==> src/rtl/uart_mmio_tx_pkg.sv <==
// Shared definitions for the memory-mapped UART transmitter: FSM encodings,
// register offsets, STATUS bit positions and the parity helper.
package uart_mmio_tx_pkg;

  typedef enum logic [2:0] {
    ST_IDLE   = 3'd0,
    ST_START  = 3'd1,
    ST_DATA   = 3'd2,
    ST_PARITY = 3'd3,
    ST_STOP   = 3'd4
  } state_e;

  localparam logic [31:0] UART_TXDATA_OFF = 32'h0000_0000;
  localparam logic [31:0] UART_STATUS_OFF = 32'h0000_0004;

  localparam int STAT_BUSY_BIT = 0;
  localparam int STAT_OVR_BIT  = 1;
  localparam int STAT_PAR_BIT  = 2;

  function automatic logic even_parity(input logic [7:0] data);
    return ^data;
  endfunction

endpackage

==> src/rtl/uart_mmio_tx_if.sv <==
// Data-memory bus leg between the address decoder and the UART transmitter.
interface uart_mmio_tx_if #(
  parameter int DATA_WIDTH = 32,
  parameter int ADDR_WIDTH = 32
);
  logic                  WrtEn;
  logic [ADDR_WIDTH-1:0] ADDRIn;
  logic [DATA_WIDTH-1:0] WriteData;
  logic [DATA_WIDTH-1:0] ReadData;

  modport master (output WrtEn, output ADDRIn, output WriteData, input ReadData);
  modport slave  (input WrtEn, input ADDRIn, input WriteData, output ReadData);
endinterface

==> src/rtl/uart_mmio_tx_baud_gen.sv <==
// Bit-period counter: runs 0..CLKS_PER_BIT-1 while not cleared and pulses
// tc_o on the last cycle of each bit period.
module uart_mmio_tx_baud_gen #(
  parameter int CLKS_PER_BIT = 10
) (
  input  logic clk,
  input  logic reset,
  input  logic clr_i,
  output logic tc_o
);
  localparam int CW = (CLKS_PER_BIT > 1) ? $clog2(CLKS_PER_BIT) : 1;

  logic [CW-1:0] cnt_q;

  assign tc_o = !clr_i && (cnt_q == CW'(CLKS_PER_BIT - 1));

  always_ff @(posedge clk) begin
    if (reset || clr_i) begin
      cnt_q <= '0;
    end else if (tc_o) begin
      cnt_q <= '0;
    end else begin
      cnt_q <= cnt_q + CW'(1);
    end
  end
endmodule

==> src/rtl/uart_mmio_tx.sv <==
// Memory-mapped 8N1 UART transmitter (TXDATA at 0x0, STATUS at 0x4).
// Define UART_PARITY_EN to insert an even-parity bit between data and stop.
module uart_mmio_tx
  import uart_mmio_tx_pkg::*;
#(
  parameter int DATA_WIDTH = 32,
  parameter int ADDR_WIDTH = 32,
  parameter int CLK_FREQ   = 50_000_000,
  parameter int BAUD       = 115200
) (
  input  logic           clk,
  input  logic           reset,
  uart_mmio_tx_if.slave  bus,
  output logic           tx,
  output logic           busy
);
  localparam int CLKS_PER_BIT = CLK_FREQ / BAUD;

`ifdef UART_PARITY_EN
  localparam logic PAR_EN = 1'b1;
  logic parity_q;
`else
  localparam logic PAR_EN = 1'b0;
`endif

  state_e          state_q;
  logic            tx_q;
  logic            busy_q;
  logic            overrun_q;
  logic [7:0]      data_q;
  logic [7:0]      shift_q;
  logic [2:0]      bit_idx_q;
  logic            tc_s;
  logic            wr_txdata_s;
  logic            wr_status_s;
  logic [DATA_WIDTH-1:0] status_s;
  logic            unused_wdata_s;

  assign wr_txdata_s    = bus.WrtEn && (bus.ADDRIn == ADDR_WIDTH'(UART_TXDATA_OFF));
  assign wr_status_s    = bus.WrtEn && (bus.ADDRIn == ADDR_WIDTH'(UART_STATUS_OFF));
  assign unused_wdata_s = ^bus.WriteData[DATA_WIDTH-1:8];
  assign tx             = tx_q;
  assign busy           = busy_q;

  uart_mmio_tx_baud_gen #(.CLKS_PER_BIT(CLKS_PER_BIT)) u_baud (
    .clk   (clk),
    .reset (reset),
    .clr_i (state_q == ST_IDLE),
    .tc_o  (tc_s)
  );

  always_comb begin
    status_s                = '0;
    status_s[STAT_BUSY_BIT] = busy_q;
    status_s[STAT_OVR_BIT]  = overrun_q;
    status_s[STAT_PAR_BIT]  = PAR_EN;
  end

  always_comb begin
    if (bus.ADDRIn == ADDR_WIDTH'(UART_TXDATA_OFF)) begin
      bus.ReadData = {{(DATA_WIDTH-8){1'b0}}, data_q};
    end else if (bus.ADDRIn == ADDR_WIDTH'(UART_STATUS_OFF)) begin
      bus.ReadData = status_s;
    end else begin
      bus.ReadData = '0;
    end
  end

  // Frame FSM; a TXDATA write outside IDLE (STOP included) only flags overrun.
  always_ff @(posedge clk) begin
    if (reset) begin
      state_q   <= ST_IDLE;
      tx_q      <= 1'b1;
      busy_q    <= 1'b0;
      overrun_q <= 1'b0;
      data_q    <= 8'h00;
      shift_q   <= 8'h00;
      bit_idx_q <= 3'd0;
`ifdef UART_PARITY_EN
      parity_q  <= 1'b0;
`endif
    end else begin
      if (wr_txdata_s && (state_q != ST_IDLE)) begin
        overrun_q <= 1'b1;
      end else if (wr_status_s && bus.WriteData[STAT_OVR_BIT]) begin
        overrun_q <= 1'b0;
      end else begin
        overrun_q <= overrun_q;
      end

      case (state_q)
        ST_IDLE: begin
          if (wr_txdata_s) begin
            state_q   <= ST_START;
            tx_q      <= 1'b0;
            busy_q    <= 1'b1;
            data_q    <= bus.WriteData[7:0];
            shift_q   <= bus.WriteData[7:0];
            bit_idx_q <= 3'd0;
`ifdef UART_PARITY_EN
            parity_q  <= even_parity(bus.WriteData[7:0]);
`endif
          end
        end
        ST_START: begin
          if (tc_s) begin
            state_q <= ST_DATA;
            tx_q    <= shift_q[0];
            shift_q <= {1'b0, shift_q[7:1]};
          end
        end
        ST_DATA: begin
          if (tc_s) begin
            if (bit_idx_q == 3'd7) begin
`ifdef UART_PARITY_EN
              state_q <= ST_PARITY;
              tx_q    <= parity_q;
`else
              state_q <= ST_STOP;
              tx_q    <= 1'b1;
`endif
            end else begin
              bit_idx_q <= bit_idx_q + 3'd1;
              tx_q      <= shift_q[0];
              shift_q   <= {1'b0, shift_q[7:1]};
            end
          end
        end
`ifdef UART_PARITY_EN
        ST_PARITY: begin
          if (tc_s) begin
            state_q <= ST_STOP;
            tx_q    <= 1'b1;
          end
        end
`endif
        ST_STOP: begin
          if (tc_s) begin
            state_q <= ST_IDLE;
            busy_q  <= 1'b0;
            tx_q    <= 1'b1;
          end
        end
        default: begin
          state_q <= ST_IDLE;
          busy_q  <= 1'b0;
          tx_q    <= 1'b1;
        end
      endcase
    end
  end
endmodule

==> src/flat_wrapper.sv <==
// flat-port wrapper written by rule: the top's interface ports become plain ports
module uart_mmio_tx_flat import uart_mmio_tx_pkg::*;
#(
  parameter int DATA_WIDTH = 32,
  parameter int ADDR_WIDTH = 32,
  parameter int CLK_FREQ   = 50_000_000,
  parameter int BAUD       = 115200
)
  (clk, reset, tx, busy, bus_WrtEn, bus_ADDRIn, bus_WriteData, bus_ReadData);
  uart_mmio_tx_if #(.DATA_WIDTH(DATA_WIDTH), .ADDR_WIDTH(ADDR_WIDTH)) bus_i ();
  input  logic clk;
  input  logic reset;
  output logic tx;
  output logic busy;
  input wire logic [$bits(bus_i.WrtEn)-1:0] bus_WrtEn;
  input wire logic [$bits(bus_i.ADDRIn)-1:0] bus_ADDRIn;
  input wire logic [$bits(bus_i.WriteData)-1:0] bus_WriteData;
  output wire logic [$bits(bus_i.ReadData)-1:0] bus_ReadData;
  assign bus_i.WrtEn = bus_WrtEn;
  assign bus_i.ADDRIn = bus_ADDRIn;
  assign bus_i.WriteData = bus_WriteData;
  assign bus_ReadData = bus_i.ReadData;
  uart_mmio_tx #(.DATA_WIDTH(DATA_WIDTH), .ADDR_WIDTH(ADDR_WIDTH), .CLK_FREQ(CLK_FREQ), .BAUD(BAUD)) u_core (.clk(clk), .reset(reset), .bus(bus_i), .tx(tx), .busy(busy));
endmodule
==> config.mk <==
export PLATFORM = sky130hd
export DESIGN_NAME = uart_mmio_tx_flat
export DESIGN_NICKNAME = d
export VERILOG_FILES = /design/src/rtl/uart_mmio_tx_pkg.sv /design/src/rtl/uart_mmio_tx_if.sv /design/src/rtl/uart_mmio_tx_baud_gen.sv /design/src/rtl/uart_mmio_tx.sv /design/src/flat_wrapper.sv
export SDC_FILE = /design/constraint.sdc
export NUM_CORES = 1
export LEC_CHECK = 0
export ABC_AREA = 1
export CAP_MARGIN = 20
export CORE_AREA = 2 2 86 88
export CTS_CLUSTER_SIZE = 14
export DETAILED_ROUTE_END_ITERATION = 8
export DIE_AREA = 0 0 88 90
export GPL_TIMING_DRIVEN = 0
export PLACE_DENSITY = 0.75
export SLEW_MARGIN = 30
export SYNTH_ARGS = -nofsm -noshare
export SYNTH_HDL_FRONTEND = slang
export SYNTH_SLANG_ARGS = --single-unit
==> constraint.sdc <==
create_clock -name clk -period 1.33 [get_ports clk]
set_input_delay 0.1995 -clock clk [delete_from_list [all_inputs] [get_ports clk]]
set_output_delay 0.1995 -clock clk [all_outputs]
set_load 0.05 [all_outputs]
==> flow_summary.json <==
{
  "status": "finished with violations",
  "failed_checks": "setup timing",
  "rows": 31,
  "cap_violations": 0,
  "dpl_cell_area_mm2": 0.00273,
  "required_ns": 1.13,
  "max_freq_ghz": 0.624,
  "critPathArrivalTime_ns": 1.40,
  "cts_sinks": 34,
  "rrSetupSlack_ns": -0.26,
  "final_util_pct": 47.8,
  "path_clk_slew_ns": 0.07,
  "crit_start": "bus_ADDRIn[24]",
  "crit_chain": "buf_2 -> nor2_1 -> nand2_1 -> nor2_4 -> nand2_2 -> nor2_4 -> clkinvlp_4 -> o22ai_2 -> buf_6",
  "holdPathEnd": "u_core.busy$_SDFFE_PP0P_",
  "setup_viol": 24,
  "htree_levels": 2,
  "min_period_ns": 1.60,
  "synth_top_area_share_pct": 34.6,
  "rsz0062_at_grt": "true",
  "netlist_instances": 285,
  "reg2reg_from": "u_core.u_baud.cnt_q[1]$_SDFF_PP0_",
  "grt_max_degree": 12,
  "die_h_um": 90,
  "syn_area_per_cell_um2": 6.91,
  "area_delta_synth_final_pct": 70.4,
  "layout_commonest_cell": "nand2_1",
  "design_area_mm2": 0.00335,
  "worstMarginPinSlew_ns": 0.569,
  "worstHoldPathType": "input port to register",
  "ioPinCount": 101,
  "final_cells": 492,
  "finClkSkew_ns": 0.0111,
  "hp-start": "reset",
  "layout_common_cells": "43 x nand2_1, 40 x buf_4, 33 x nor2_1, 28 x dfxtp_1, 27 x buf_6",
  "dp_hpwl_um": 3740,
  "vias": 2130,
  "drtAntennaViolNets": 0,
  "hold_ws_ns": 0.286,
  "vias_per_cell": 4.33,
  "cp_max_fo": 8,
  "total_power_mw": 3.38,
  "core_mm2": 0.00702,
  "drt-total-wl_um": 5520,
  "hold_viol_final": 0,
  "slew_headroom_pct": 62.1,
  "nNetsFinal": 463,
  "dp_cells": 459,
  "clockRootBuffer": "clkbuf_8",
  "worstSkewPairLatency_ns": 0.29,
  "cts_tree": "done",
  "maxSlewViolCount": 0,
  "overflow": 0,
  "holdBufCountCts": 0,
  "leakagePower_nw": 1.42,
  "antenna_found_initial": 0,
  "hold_path_depth": 2,
  "crit_family": "buffers and inverters",
  "drt-wirelength-per-cell_um": 11.2,
  "critPathCaptureType": "output port",
  "port_buffers": 52,
  "n_fill_cell": 634,
  "gp_congestion": 0.819,
  "powerDensity_mw_per_mm2": 1010,
  "die_area_mm2": 0.00792,
  "cp_slowest_cell": "clkinvlp_4",
  "period_share_pct": 121,
  "synth_cell_types": 32,
  "clk_path_buf_depth": 2,
  "drive_above_1_share_pct": 48.3,
  "first_pass_iters": 4,
  "yosysSeqAreaShare_pct": 34.6,
  "crit_type": "input port to output port",
  "numCtsBuffers": 5,
  "start_kind": "input port",
  "diodes": 0,
  "yosysWarnings": 0,
  "grt_use_total_pct": 13.0,
  "grt_pass1_vias": 1975,
  "cp.buffers_inverters": 3,
  "crit_path_frequent_cell": "nor2_4",
  "yosysTopAreaCell": "dfxtp_1",
  "critPathMaxStageDelay_ns": 0.23,
  "setup_ws_ns": -0.273,
  "netlist_area_mm2": 0.00197,
  "drc": 0,
  "grt_pass1_wl_um": 8410,
  "die_w_um": 88,
  "initial_core_util_pct": 28.0,
  "drt-initial-drc-count": 71,
  "r2r-end": "u_core.state_q[2]$_SDFFE_PP0P_",
  "vdd_drop_max_v": 0.000484,
  "reg2reg_depth": 10,
  "synth_area_leaders": "dfxtp_1 35%, nor2_1 10%, nand2_1 9.9%",
  "synth-seq-cells": 34
}
[worst max path at each step]
stage | to | slack (ns) | depth (start not counted)
after global placement | bus_ReadData[0] | -1.24 | 9
after detailed placement | bus_ReadData[1] | -1.24 | 9
after global routing | u_core.state_q[2]$_SDFFE_PP0P_ | -0.38 | 10
after floorplan | bus_ReadData[0] | -0.17 | 7
final | bus_ReadData[1] | -0.27 | 9
after CTS | bus_ReadData[1] | -0.31 | 9
[state kept, by name (all words and copies together), names as in the netlist]
| register | count |
|---|---|
| u_core.state_q | 3 |
| u_core.busy | 1 |
| u_core.u_baud.cnt_q | 9 |
| u_core.overrun_q | 1 |
| u_core.shift_q | 8 |
| u_core.tx | 1 |
| u_core.data_q | 8 |
| u_core.bit_idx_q | 3 |
[worst register-to-register path, delay by kind of cell (launching register included)]
kind | cells | cell delay [ns]
buf+inv | 1 | 0.06
simple gates | 7 | 0.84
compound gates | 1 | 0.15
fa+ha+maj | 1 | 0.11
flops | 1 | 0.36
[repair_timing]
action	4_1_cts	5_1_grt
setup endpoints to repair	43	37
resized for setup	201	75
pin swaps	49	39
gates cloned	1	1
setup buffers	17	10
[stage by stage]
step	setup slack, ns	TNS (ns)
after global routing	-0.384	-7.50
after detailed placement	-1.24	-23.32
after floorplan	-0.169	-1.65
after global placement	-1.24	-22.69
after CTS	-0.313	-4.41
final	-0.273	-4.73
[cell usage after synthesis]
master,number
and3_1,1
nor3b_1,1
dfxtp_1,34
inv_1,23
nand4_1,4
inv_2,1
nor2_1,53
xor2_1,2
a21oi_2,1
nand3_1,14
nor3_2,3
clkbuf_1,2
or2_0,1
nand2_4,4
nor2_4,2
nand2_2,4
nor2_2,4
o21ai_0,11
nand3_2,2
buf_2,2
nor3_1,1
clkinv_4,1
nand2_1,52
a21oi_1,19
o21a_1,1
nand3b_1,1
conb_1,1
buf_4,24
ha_1,4
inv_4,1
o22ai_1,2
o21ai_1,9
[power by group]
part | internal, mW | total (mW) | switching, mW | leakage [nW]
Clock | 0.799 | 1.18 | 0.384 | 0.0714
Sequential | 1.09 | 1.14 | 0.0502 | 0.278
Combinational | 0.400 | 1.06 | 0.659 | 1.07
[per-layer routing]
metal / GRT usage [%] / share of wire (%) / vias up
met3: 3.67 / 8.2 / 8
met4: 6.15 / 1.8 / 0
li1: - / - / 1081
met5: 0 / 0 / -
met1: 13.3 / 37 / 964
met2: 23.4 / 53 / 77
[kinds of logic (layout without fill, tap and decap cells)]
family | Yosys count | after routing | synth area share [%]
simple gates | 147 | 149 | 35.0
other cells | 1 | 24 | 0.191
buf+inv | 54 | 137 | 15.4
compound gates | 43 | 43 | 11.4
fa+ha+maj | 4 | 4 | 2.54
xor+xnor | 2 | 2 | 0.890
flops | 34 | 34 | 34.6
[cell type report]
class | count | area, um2 | area share, %
buffer | 28 | 209 | 6.23
clock buffer | 6 | 82.6 | 2.46
clock inverter | 2 | 60.1 | 1.79
multi-input combinational | 222 | 1390 | 41.6
sequential | 34 | 696 | 20.7
tap | 99 | 124 | 3.69
inverter | 26 | 124 | 3.69
timing repair buffer | 75 | 664 | 19.8
Power figures use the tool's default switching activity.
